<file path="src/rtl/pipe_fetch_hs_pkg.sv">
// Shared types and constants for the fetch-to-decode pipeline register.
// Build option: PIPE_FETCH_SKID_EN selects the two-entry skid variant.
package pipe_pkg;

    localparam int unsigned PF_ADDRESS_WIDTH = 32;
    localparam int unsigned PF_DATA_WIDTH    = 32;
    localparam int unsigned PF_WRITE_WIDTH   = 5;

    // addi x0,x0,0 : bubble instruction shown whenever decode sees no entry
    localparam logic [31:0] NOP_INSTR = 32'h0000_0013;

    typedef struct packed {
        logic [PF_DATA_WIDTH-1:0]    instr;
        logic [PF_ADDRESS_WIDTH-1:0] pc;
        logic [PF_ADDRESS_WIDTH-1:0] pcplus4;
        logic [PF_WRITE_WIDTH-1:0]   rdidx;
    } fetch_payload_t;

    typedef enum logic [1:0] {
        EMPTY = 2'd0,
        BUSY  = 2'd1,
        FULL  = 2'd2
    } fetch_state_t;

endpackage

</file>
<file path="src/rtl/pipe_fetch_hs_if.sv">
// Fetch/decode handshake bundle. The stage uses the slave view; the
// surrounding fetch and decode logic uses the master view.
interface pipe_fetch_hs_if #(
    parameter int unsigned ADDRESS_WIDTH = 32,
    parameter int unsigned DATA_WIDTH    = 32,
    parameter int unsigned WRITE_WIDTH   = 5
) ();
    logic                     validf;
    logic                     readyf;
    logic [DATA_WIDTH-1:0]    rd;
    logic [ADDRESS_WIDTH-1:0] pcf;
    logic [ADDRESS_WIDTH-1:0] pcplus4f;
    logic                     flushd;
    logic                     validd;
    logic                     readyd;
    logic [DATA_WIDTH-1:0]    instrd;
    logic [ADDRESS_WIDTH-1:0] pcd;
    logic [ADDRESS_WIDTH-1:0] pcplus4d;
    logic [WRITE_WIDTH-1:0]   rdd;

    modport slave (
        input  validf, rd, pcf, pcplus4f, flushd, readyd,
        output readyf, validd, instrd, pcd, pcplus4d, rdd
    );

    modport master (
        output validf, rd, pcf, pcplus4f, flushd, readyd,
        input  readyf, validd, instrd, pcd, pcplus4d, rdd
    );
endinterface

</file>
<file path="src/rtl/pipe_fetch_hs_skid.sv">
// Generic single-payload holding register with load and clear.
// Clear rewrites only the bits selected by CLR_MASK, so callers can
// bubble one field while the rest of the payload holds.
module pipe_skid #(
    parameter int unsigned     WIDTH    = 8,
    parameter logic [WIDTH-1:0] RST_VAL  = '0,
    parameter logic [WIDTH-1:0] CLR_MASK = '1,
    parameter logic [WIDTH-1:0] CLR_VAL  = '0
) (
    input  logic             clk,
    input  logic             rst_n,
    input  logic             i_load,
    input  logic             i_clear,
    input  logic [WIDTH-1:0] i_d,
    output logic [WIDTH-1:0] o_q
);
    logic [WIDTH-1:0] r_q;

    // payload register: clear beats load
    always_ff @(posedge clk or negedge rst_n) begin
        if (!rst_n) begin
            r_q <= RST_VAL;
        end else if (i_clear) begin
            r_q <= (r_q & ~CLR_MASK) | (CLR_VAL & CLR_MASK);
        end else if (i_load) begin
            r_q <= i_d;
        end
    end

    assign o_q = r_q;
endmodule

</file>
<file path="src/rtl/pipe_fetch_hs.sv">
// Fetch-to-decode pipeline register with valid/ready handshake and flush.
// Build option PIPE_FETCH_SKID_EN: adds a skid register and FULL state so
// readyf is a pure register decode; otherwise readyf = !validd || readyd.
module pipe_fetch_hs
    import pipe_pkg::*;
#(
    parameter int unsigned ADDRESS_WIDTH = 32,
    parameter int unsigned DATA_WIDTH    = 32,
    parameter int unsigned WRITE_WIDTH   = 5,
    parameter logic [DATA_WIDTH-1:0] NOP_INSTR = DATA_WIDTH'(pipe_pkg::NOP_INSTR)
) (
    input  logic             clk,
    input  logic             rst_n,
    pipe_fetch_hs_if.slave   bus
);
    localparam int unsigned TAIL_W = 2 * ADDRESS_WIDTH + WRITE_WIDTH;
    localparam int unsigned PW     = DATA_WIDTH + TAIL_W;
    localparam logic [PW-1:0] MAIN_RST  = {NOP_INSTR, {TAIL_W{1'b0}}};
    localparam logic [PW-1:0] MAIN_MASK = {{DATA_WIDTH{1'b1}}, {TAIL_W{1'b0}}};

    fetch_state_t r_state;
    fetch_state_t w_state_nxt;
    logic         w_validd;
    logic         w_in;
    logic         w_out;
    logic         w_main_ld;
    logic [PW-1:0] w_main_d;
    logic [PW-1:0] w_main_q;
    logic [PW-1:0] w_in_pay;

    assign w_in_pay = {bus.rd, bus.pcf, bus.pcplus4f, bus.rd[7 +: WRITE_WIDTH]};
    assign w_validd = (r_state != EMPTY);
    assign w_in     = bus.validf && bus.readyf && !bus.flushd;
    assign w_out    = w_validd && bus.readyd;

`ifdef PIPE_FETCH_SKID_EN
    logic          w_skid_ld;
    logic [PW-1:0] w_skid_q;

    assign bus.readyf = (r_state != FULL);
`else
    assign bus.readyf = !w_validd || bus.readyd;
`endif

    // next-state and register-load decode; flush overrides every event
    always_comb begin
        w_state_nxt = r_state;
        w_main_ld   = 1'b0;
        w_main_d    = w_in_pay;
`ifdef PIPE_FETCH_SKID_EN
        w_skid_ld   = 1'b0;
`endif
        if (bus.flushd) begin
            w_state_nxt = EMPTY;
        end else begin
            case (r_state)
                EMPTY: begin
                    if (w_in) begin
                        w_state_nxt = BUSY;
                        w_main_ld   = 1'b1;
                    end
                end
                BUSY: begin
                    if (w_in && w_out) begin
                        w_main_ld = 1'b1;
`ifdef PIPE_FETCH_SKID_EN
                    end else if (w_in) begin
                        w_state_nxt = FULL;
                        w_skid_ld   = 1'b1;
`endif
                    end else if (w_out) begin
                        w_state_nxt = EMPTY;
                    end
                end
`ifdef PIPE_FETCH_SKID_EN
                FULL: begin
                    if (w_out) begin
                        w_state_nxt = BUSY;
                        w_main_ld   = 1'b1;
                        w_main_d    = w_skid_q;
                    end
                end
`endif
                default: w_state_nxt = EMPTY;
            endcase
        end
    end

    // state register
    always_ff @(posedge clk or negedge rst_n) begin
        if (!rst_n) begin
            r_state <= EMPTY;
        end else begin
            r_state <= w_state_nxt;
        end
    end

    pipe_skid #(
        .WIDTH    (PW),
        .RST_VAL  (MAIN_RST),
        .CLR_MASK (MAIN_MASK),
        .CLR_VAL  (MAIN_RST)
    ) u_main (
        .clk     (clk),
        .rst_n   (rst_n),
        .i_load  (w_main_ld),
        .i_clear (bus.flushd),
        .i_d     (w_main_d),
        .o_q     (w_main_q)
    );

`ifdef PIPE_FETCH_SKID_EN
    pipe_skid #(
        .WIDTH    (PW),
        .RST_VAL  ('0),
        .CLR_MASK ('1),
        .CLR_VAL  ('0)
    ) u_skid (
        .clk     (clk),
        .rst_n   (rst_n),
        .i_load  (w_skid_ld),
        .i_clear (bus.flushd),
        .i_d     (w_in_pay),
        .o_q     (w_skid_q)
    );
`endif

    assign bus.validd = w_validd;
    assign {bus.instrd, bus.pcd, bus.pcplus4d, bus.rdd} = w_main_q;
endmodule

</file>
<file path="src/flat_wrapper.sv">
// flat-port wrapper written by rule: the top's interface ports become plain ports
module pipe_fetch_hs_flat import pipe_pkg::*;
#(
    parameter int unsigned ADDRESS_WIDTH = 32,
    parameter int unsigned DATA_WIDTH    = 32,
    parameter int unsigned WRITE_WIDTH   = 5,
    parameter logic [DATA_WIDTH-1:0] NOP_INSTR = DATA_WIDTH'(pipe_pkg::NOP_INSTR)
)
  (clk, rst_n, bus_validf, bus_rd, bus_pcf, bus_pcplus4f, bus_flushd, bus_readyd, bus_readyf, bus_validd, bus_instrd, bus_pcd, bus_pcplus4d, bus_rdd);
  pipe_fetch_hs_if #(.ADDRESS_WIDTH(ADDRESS_WIDTH), .DATA_WIDTH(DATA_WIDTH), .WRITE_WIDTH(WRITE_WIDTH)) bus_i ();
  input  logic clk;
  input  logic rst_n;
  input wire logic [$bits(bus_i.validf)-1:0] bus_validf;
  input wire logic [$bits(bus_i.rd)-1:0] bus_rd;
  input wire logic [$bits(bus_i.pcf)-1:0] bus_pcf;
  input wire logic [$bits(bus_i.pcplus4f)-1:0] bus_pcplus4f;
  input wire logic [$bits(bus_i.flushd)-1:0] bus_flushd;
  input wire logic [$bits(bus_i.readyd)-1:0] bus_readyd;
  output wire logic [$bits(bus_i.readyf)-1:0] bus_readyf;
  output wire logic [$bits(bus_i.validd)-1:0] bus_validd;
  output wire logic [$bits(bus_i.instrd)-1:0] bus_instrd;
  output wire logic [$bits(bus_i.pcd)-1:0] bus_pcd;
  output wire logic [$bits(bus_i.pcplus4d)-1:0] bus_pcplus4d;
  output wire logic [$bits(bus_i.rdd)-1:0] bus_rdd;
  assign bus_i.validf = bus_validf;
  assign bus_i.rd = bus_rd;
  assign bus_i.pcf = bus_pcf;
  assign bus_i.pcplus4f = bus_pcplus4f;
  assign bus_i.flushd = bus_flushd;
  assign bus_i.readyd = bus_readyd;
  assign bus_readyf = bus_i.readyf;
  assign bus_validd = bus_i.validd;
  assign bus_instrd = bus_i.instrd;
  assign bus_pcd = bus_i.pcd;
  assign bus_pcplus4d = bus_i.pcplus4d;
  assign bus_rdd = bus_i.rdd;
  pipe_fetch_hs #(.ADDRESS_WIDTH(ADDRESS_WIDTH), .DATA_WIDTH(DATA_WIDTH), .WRITE_WIDTH(WRITE_WIDTH), .NOP_INSTR(NOP_INSTR)) u_core (.clk(clk), .rst_n(rst_n), .bus(bus_i));
endmodule
</file>
<file path="config.mk">
export PLATFORM = sky130hd
export DESIGN_NAME = pipe_fetch_hs_flat
export DESIGN_NICKNAME = d
export VERILOG_FILES = /design/src/rtl/pipe_fetch_hs_pkg.sv /design/src/rtl/pipe_fetch_hs_if.sv /design/src/rtl/pipe_fetch_hs_skid.sv /design/src/rtl/pipe_fetch_hs.sv /design/src/flat_wrapper.sv
export SDC_FILE = /design/constraint.sdc
export NUM_CORES = 1
export LEC_CHECK = 0
export CAP_MARGIN = 20
export CORE_ASPECT_RATIO = 1.1
export CORE_MARGIN = 5
export CORE_UTILIZATION = 40
export CTS_CLUSTER_SIZE = 24
export DETAILED_ROUTE_END_ITERATION = 16
export MAX_ROUTING_LAYER = met4
export PLACE_DENSITY = 0.87
export SYNTH_ARGS = -nofsm -noshare
export SYNTH_HDL_FRONTEND = slang
export SYNTH_HIERARCHICAL = 1
export SYNTH_SLANG_ARGS = --single-unit
export TNS_END_PERCENT = 50
</file>
<file path="constraint.sdc">
create_clock -name clk -period 2.2 [get_ports clk]
set_clock_uncertainty 0.05 [all_clocks]
set_input_delay 0.66 -clock clk [delete_from_list [all_inputs] [get_ports clk]]
set_output_delay 0.66 -clock clk [all_outputs]
set_load 0.02 [all_outputs]
</file>
**After elaboration in Yosys (flattened, before gate mapping)**

Cells that the tools add are included.

- Equality and inequality tests: 4
- Multiplexer cells: 11
- Bitwise gates (word level): 1
- Reductions and logical operators: 12

Operators by type and width:

| operator | number |
|---|---|
| $mux 101 | 2 |
| $mux 2 | 4 |
| $ne 3x2->1 const B | 2 |
| $logic_and 1x1->1 | 4 |
| $pmux 2 s2 | 1 |
| $reduce_bool 2->1 | 2 |
| $mux 1 | 3 |
| $ne 3x3->1 const B | 1 |
| $reduce_and 3->1 | 1 |
| $eq 2x1->1 const B | 1 |
| $logic_not 1->1 | 2 |
| $logic_not 2->1 | 1 |
| $pmux 1 s2 | 1 |
| $reduce_and 2->1 | 1 |
| $logic_or 1x1->1 | 1 |
| $not 1->1 | 1 |

- Flip-flop bits (word level): 103
- Output and inout port bits: 103
- Logic and storage cells: 31

**Logic depth before layout (Yosys ltp)**

Gate-level depths: netlist of run 1.

- Word-level depth: 11
- Gate-level depth with buffers: 8

**Cells and area by module**

Netlist of run 1, hierarchy kept.

By module, submodules not included:

| module | times used | cells an instance | area an instance (um^2) | sequential area each (um^2) |
|---|---|---|---|---|
| pipe_skid | 1 | 251 | 3905.0 | 2531.2 |
| pipe_fetch_hs | 1 | 5 | 60.1 | 25.0 |

**Worst setup path after synthesis of run 1**

Ideal clock, no wire load.

- Path kind: input -> register
- From: input port bus_readyd
- To: register u_core.u_main.r_q[53], in the netlist u_core/u_main/o_q[53]
- Arrival time: 1.948 ns
- Setup slack: 0.077 ns
- Stages on the path: 8
- Path buffers: 4
- Cells stage by stage: nand2b_4 -> nor3b_2 -> buf_6 -> nor2b_4 -> buf_6 -> buf_6 -> buf_6 -> mux2_4

- Longest elaborated chain between the ends: 8
- Elaborated cells between the ends (all ways): 10
- Classes of those cells: mux (4); reduce/logical (6)

RTL lines:

| item | RTL line | text |
|---|---|---|
| start: declaration | flat_wrapper.sv:18 | `input wire logic [$bits(bus_i.readyd)-1:0] bus_readyd;` |
| $logic_or 1x1->1 | pipe_fetch_hs.sv:42 | `assign bus.readyf = !w_validd \|\| bus.readyd;` |
| $logic_and 1x1->1 (2 in a row) | pipe_fetch_hs.sv:33 | `assign w_in = bus.validf && bus.readyf && !bus.flushd;` |
| $logic_and 1x1->1 | pipe_fetch_hs.sv:64 | `if (w_in && w_out) begin` |
| $mux 1 | pipe_fetch_hs.sv:64 |  |
| $pmux 1 s2 (*) | pipe_fetch_hs.sv:56 | `case (r_state)` |
| $mux 1 (*) | pipe_fetch_hs.sv:53 | `if (bus.flushd) begin` |
| net u_core.w_main_ld | pipe_fetch_hs.sv:26 | `logic w_main_ld;` |
| $reduce_and 2->1 (no line) (*) | n/a |  |
| end signal: assignment | pipe_fetch_hs_skid.sv:24 | `r_q <= (r_q & ~CLR_MASK) \| (CLR_VAL & CLR_MASK);` |
| end signal: assignment | pipe_fetch_hs_skid.sv:26 | `r_q <= i_d;` |
| end: declaration | pipe_fetch_hs_skid.sv:17 | `logic [WIDTH-1:0] r_q;` |

The timed path passes the listed nets; every way through them passes the cells marked *.
A chain may end at the register's enable or synchronous reset.

**Final worst setup path of run 1**

- From: input port bus_readyd
- To: register u_core.u_main.r_q[25], in the netlist u_core/u_main/o_q[25]

The elaborated chain is that of the path after synthesis.

==> flow_summary_export.csv, run 1 <==
group,metric,value,unit
flow_run,maxCapViolCount,0,
clock_tree,cts_root_buf,"clkbuf_8",
worst_setup_path,r2r-end,"u_core/u_main/o_q[25]",
yosys,synth_xor_area_share,0,%
worst_setup_path,crit_chain,"clkdlybuf4s50_1, nand2b_4, nor3b_4, nor2b_4, buf_12, mux2_2",
worst_setup_path,end_kind,"register",
grt,grt_pass1_vias,3232,
worst_setup_path,path_max_fanout,43,
final_layout,area_growth,58.7,%
timing,tightest_slew,0.534,ns
timing,rsz0062_at_grt,"yes",
detailed_routing,viasPerCell,4.80,
power_and_ir_drop,p_leak,2.64,nW
final_layout,nFillCells,766,
place,place.gp.congestion,0.713,
yosys,synth_cell_types,16,
worst_setup_path,cpPeakStageDelay,0.48,ns
detailed_routing,antenna_left,0,
power_and_ir_drop,ir_drop,0.483,mV
floorplanning,core,9790,sq um
clock_tree,clock_latency,0.35,ns
worst_hold_path,hp-class,"in -> async",
clock_tree,post_cts_buffers,0,
final_layout,drive_gt1_share,20.5,%
worst_setup_path,cp_slowest_cell,"clkdlybuf4s50_1",
power_and_ir_drop,power_density,800,nW/um^2
timing,hold_viol,0,
detailed_routing,avgRoutedWirePerCell,17.8,um
yosys,yosysMostFrequentCell,"dfrtp_1",
yosys,synth_mux_area_share,27.9,%
final_layout,multi_input_area,1310,sq um
final_layout,final_cell_area,6290,sq um
yosys,netlist_area,3970,sq um
yosys,synth_compound_area_share,0.789,%
grt,grt_pass1_wl,16400,um
worst_setup_path,crit_type,"in -> reg",
clock_tree,cts-htree-levels,3,
yosys,ys_ff_latch,102,
floorplanning,row_count,38,
yosys,yosysTopAreaCellShare,62.5,%
clock_tree,cts.sinks,102,
yosys,syn_nets,357,
yosys,yosysTopAreaCell,"dfrtp_1",
yosys,synth-main-ff-cell,"dfrtp_1",
clock_tree,clock_path_buffers,2,
yosys,synth_edf_count,0,
floorplanning,die_w,105,um
worst_setup_path,critical_path_arrival,2.34,ns
timing,fmax,464,MHz
grt,antenna_found_initial,0,
grt,overflow,0,
worst_setup_path,cp_data_required_time,2.39,ns
timing,slew_headroom,64.4,%
detailed_routing,num_vias,2801,
detailed_routing,drc,0,
floorplanning,initial_core_util,40.5,%
floorplanning,io_pins,204,
yosys,synth_commonest_cells,"dfrtp_1 (99), mux2_2 (59), mux2i_1 (29), nor2_1 (29), mux2_4 (10)",
yosys,synth-async-reset-ratio,100,%
clock_tree,ctsHoldBuffers,0,
clock_tree,cts_buffers,9,
timing,fin_crit_sh,97.9,%
worst_setup_path,timing.rr.start,"u_core/r_state[0]",
place,place.port_buffers,203,
power_and_ir_drop,power.total,5.04,mW
timing,worst_hold_slack,0.306,ns
yosys,ys_seq_area_share,64.5,%
final_layout,regArea,2560,sq um
place,place_area,6130,sq um
detailed_routing,dr.pass1.iters,4,
yosys,ys_warn_count,6,
grt,grt_use_total,17.8,%
floorplanning,die_y,114,um
timing,setup_viol_count_final,0,
detailed_routing,wl,10400,um
worst_setup_path,r2r_slack,0.46,ns
floorplanning,die_area,12000,sq um
clock_tree,path_clk_slew,0.09,ns
yosys,synthAdderAreaFrac,0,%
final_layout,nNetsFinal,561,
timing,period_minus_slack,2.15,ns
place,dpl.hpwl,7890,um
timing,slew_violations,0,
yosys,synth_top_family_by_area,"multiplexers",
yosys,synth_area_leaders,"dfrtp_1 (62%), mux2_2 (17%), mux2i_1 (7.3%), mux2_4 (3.8%), nor2_1 (2.7%)",
outcome,status,"complete, no violations",
detailed_routing,drt_iter0_markers,70,
yosys,yosys.area_share.simple,4.23,%
yosys,postSynthCellCount,256,
worst_setup_path,critPathLaunchType,"primary input",
clock_tree,cts_tree,"done",
final_layout,antennaDiodeCount,0,
yosys,avgSynthCellArea,15.5,sq um
grt,grt_max_degree,103,
worst_setup_path,ff2ff_path_depth,5,
through the flow:
step / util, % / setup TNS [ns] / std cells / worst slack [ns]
2_1_floorplan: - / 0 / 256 / 0.0771
3_3_place_gp: 62.6 / -23.70 / 569 / -0.360
3_5_place_dp: 62.6 / -29.20 / 569 / -0.396
4_1_cts: 64.2 / 0 / 584 / 0.0517
5_1_grt: 64.2 / -0.0171 / 584 / -0.0107
6_report: 64.2 / 0 / 584 / 0.0452
layout by cell type (no fill, tap or decap), types with 3 or more instances in the layout:
cell type	Yosys	routed
clkdlybuf4s50_1	0	198
dfrtp_1	99	99
mux2_2	59	59
mux2i_1	29	29
nor2_1	29	29
clkbuf_8	0	11
mux2_4	10	10
buf_4	0	4
clkbuf_1	3	3
dlygate4sd2_1	0	3
buf_12	0	3
nor2b_1	3	3
a211o_1	3	3
dfstp_2	3	3
cells by family (layout without fill, tap and decap cells):
logic type | after synthesis | after routing
buf+inv | 17 | 225
mux | 98 | 98
flops | 102 | 102
simple gates | 35 | 35
compound gates | 4 | 4
worst max-delay path by stage:
stage / end / slack, ns / from
after floorplan: u_core/u_main/o_q[53] / 0.08 / bus_readyd
after global placement: bus_readyf / -0.36 / bus_readyd
after detailed placement: bus_readyf / -0.40 / bus_readyd
after CTS: bus_readyf / 0.05 / bus_readyd
after global routing: u_core/u_main/o_q[94] / -0.01 / bus_readyd
final: u_core/u_main/o_q[25] / 0.05 / bus_readyd
registers in the layout, summed over array words and instances, names as in the netlist:
signal / cells
u_core/u_main/o_q: 101
u_core/r_state: 1
final cells by class:
type | instances | area share (%)
clock buffers | 14 | 2.59
repair buffers | 209 | 33.4
clock inverters | 1 | 0.0796
inverters | 1 | 0.0597
multi-input cells | 137 | 20.8
flip-flops and latches | 102 | 40.6
well taps | 120 | 2.39
worst max-delay path, delay by kind of cell:
| kind | cells | cell delay (ns) |
|---|---|---|
| buffers and inverters | 2 | 0.72 |
| multiplexers | 1 | 0.37 |
| AND/OR/NAND/NOR | 3 | 0.56 |
where the power goes:
| part | internal (mW) | switching (mW) |
|---|---|---|
| Combinational | 0.921 | 0.728 |
| Clock | 0.469 | 0.584 |
| Sequential | 2.17 | 0.161 |
| Total | 3.56 | 1.47 |
metal layers:
metal | vias up | track usage (%) | wire (um)
met4 | 0 | 8.35 | 308
met5 | - | - | 0
li1 | 1281 | - | -
met3 | 23 | 3.50 | 559
met1 | 1386 | 19.4 | 3900
met2 | 111 | 31.2 | 5640
timing repair:
action / 4_1_cts / 5_1_grt
gates resized for setup: 7 / 0
gates cloned: 0 / 0
setup endpoints to repair: 4 / 2
pin swaps: 0 / 0
(Power assumes the default switching activity.)
==> run 2: changes to the inputs <==
- ABC_CLOCK_PERIOD_IN_PS: unset -> 2370
- CAP_MARGIN: 20 -> 10
- clock period: 2.2 -> 2.37 ns (I/O delays scaled with it)
==> run 2 against run 1 <==
Critical path depth shrank 3. Final cell count up 0.34%. Global-route usage decreased by 0.54 points. Die area stayed put. Largest cell class unchanged.
==> flow_summary_export.csv, run 2 (same netlist as run 1, synthesis figures left out) <==
group,metric,value,unit
outcome,status,"complete, no violations",
grt,grt_pass1_wl,15900,um
power_and_ir_drop,power_density,747,nW/um^2
detailed_routing,drt_iter0_markers,69,
worst_setup_path,timing.rr.start,"u_core/r_state[0]",
final_layout,fin_cells,586,
final_layout,nFillCells,746,
worst_setup_path,crit_type,"in -> out",
power_and_ir_drop,power.total,4.72,mW
grt,antenna_found_initial,0,
grt,grt_pass1_vias,3111,
timing,slew_violations,0,
timing,tightest_slew,0.558,ns
place,place.gp.congestion,0.715,
worst_setup_path,cpPeakStageDelay,0.46,ns
worst_setup_path,crit_path_end,"bus_readyf",
clock_tree,post_cts_buffers,0,
worst_setup_path,r2r-end,"u_core/u_main/o_q[25]",
timing,setup_viol_count_final,0,
clock_tree,clock_path_buffers,2,
worst_setup_path,cp_top_family,"buffers and inverters",
worst_setup_path,end_kind,"primary output",
clock_tree,cts_tree,"done",
worst_setup_path,path_max_fanout,2,
floorplanning,io_pins,204,
detailed_routing,dr.pass1.iters,4,
worst_hold_path,hp-class,"in -> async",
detailed_routing,viasPerCell,4.77,
detailed_routing,wl,10100,um
final_layout,area_growth,59.5,%
detailed_routing,drc,0,
final_layout,final_cell_mix,"clkdlybuf4s50_1 (201), dfrtp_1 (99), mux2_2 (59)",
grt,grt_max_degree,103,
worst_setup_path,critical_path_arrival,1.59,ns
worst_setup_path,cp_slowest_cell,"clkdlybuf4s50_1",
worst_setup_path,crit_start,"bus_readyd",
detailed_routing,num_vias,2797,
clock_tree,cts-htree-levels,3,
worst_setup_path,cp_data_required_time,1.61,ns
final_layout,final_common_cell,"clkdlybuf4s50_1",
floorplanning,die_area,12000,sq um
worst_setup_path,r2r_slack,0.55,ns
final_layout,largest_register_ffs,101,
clock_tree,cts_root_buf,"clkbuf_8",
grt,grt_use_total,17.2,%
timing,fmax,425,MHz
clock_tree,clock_latency,0.35,ns
clock_tree,ctsResizeCount,2,
timing,worst_hold_slack,0.342,ns
timing,slew_headroom,62.8,%
floorplanning,core,9790,sq um
power_and_ir_drop,p_leak,2.66,nW
power_and_ir_drop,ir_drop,0.465,mV
grt,overflow,0,
timing,fin_crit_sh,99.3,%
place,place_area,6140,sq um
floorplanning,initial_core_util,40.5,%
place,numPlacedInstances,570,
detailed_routing,avgRoutedWirePerCell,17.3,um
worst_setup_path,cp_num_buf_inv,2,
final_layout,final_cell_area,6320,sq um
worst_setup_path,crit_cells,3,
place,dpl.hpwl,7580,um
final_layout,drive_gt1_share,21.2,%
final_layout,antennaDiodeCount,0,
floorplanning,die_w,105,um
clock_tree,cts_buffers,9,
worst_setup_path,critPathLaunchType,"primary input",
timing,period_minus_slack,2.35,ns
clock_tree,cts.sinks,102,
clock_tree,path_clk_slew,0.09,ns
floorplanning,die_y,114,um
detailed_routing,antenna_left,0,
timing,rsz0062_at_grt,"no",
worst_setup_path,ff2ff_path_depth,6,
clock_tree,ctsHoldBuffers,0,
flow_run,maxCapViolCount,0,
timing,hold_viol,0,
floorplanning,row_count,38,
worst_setup_path,crit_chain,"clkdlybuf4s50_1, nand2b_4, clkdlybuf4s15_1",
place,place.port_buffers,203,
final_layout,nNetsFinal,562,
[run 2: layer usage]
metal | wire [um] | vias up | GRT usage (%)
li1 | - | 1283 | -
met1 | 3860 | 1384 | 19.5
met2 | 5420 | 111 | 29.2
met3 | 656 | 19 | 4.40
met4 | 204 | 0 | 6.99
met5 | 0 | - | -
[run 2: stage by stage]
step	utilization, %	setup slack, ns	TNS [ns]
3_3_place_gp	62.7	-0.279	-19.71
4_1_cts	64.6	0.0125	0
3_5_place_dp	62.7	-0.289	-22.14
6_report	64.6	0.0165	0
5_1_grt	64.6	0.0102	0
2_1_floorplan	-	0.196	0
[run 2: area by class of cell]
type,count,area (sq um),area share [%]
Inverter,1,3.75,0.0593
Timing Repair Buffer,210,2120,33.5
Sequential cell,102,2560,40.4
Multi-Input combinational cell,137,1310,20.7
Tap cell,120,150,2.37
Clock buffer,12,165,2.61
Clock inverter,4,20.0,0.317
[run 2: worst register-to-register path, cell delays in order (launching register included)]
cell	delay (ns)
dfrtp_1	0.42
nand2b_4	0.08
buf_4	0.10
nor3b_4	0.17
nor2b_4	0.23
buf_12	0.25
mux2_2	0.40
[run 2: how the worst min path moves through the flow]
| stage | start | end | slack, ns | depth (start not counted) |
|---|---|---|---|---|
| CTS | rst_n | u_core/u_main/o_q[11] | 0.38 | 2 |
| global route | rst_n | u_core/u_main/o_q[59] | 0.41 | 2 |
| detailed placement | u_core/u_main/o_q[54] | u_core/u_main/o_q[54] | 0.44 | 1 |
| floorplan | rst_n | u_core/r_state[0] | 0.37 | 0 |
| finish | rst_n | u_core/u_main/o_q[58] | 0.34 | 2 |
| global placement | u_core/u_main/o_q[1] | u_core/u_main/o_q[1] | 0.44 | 1 |
[run 2: power breakdown]
group	switching [mW]	internal (mW)
Sequential	0.144	2.02
Clock	0.570	0.462
Combinational	0.674	0.858
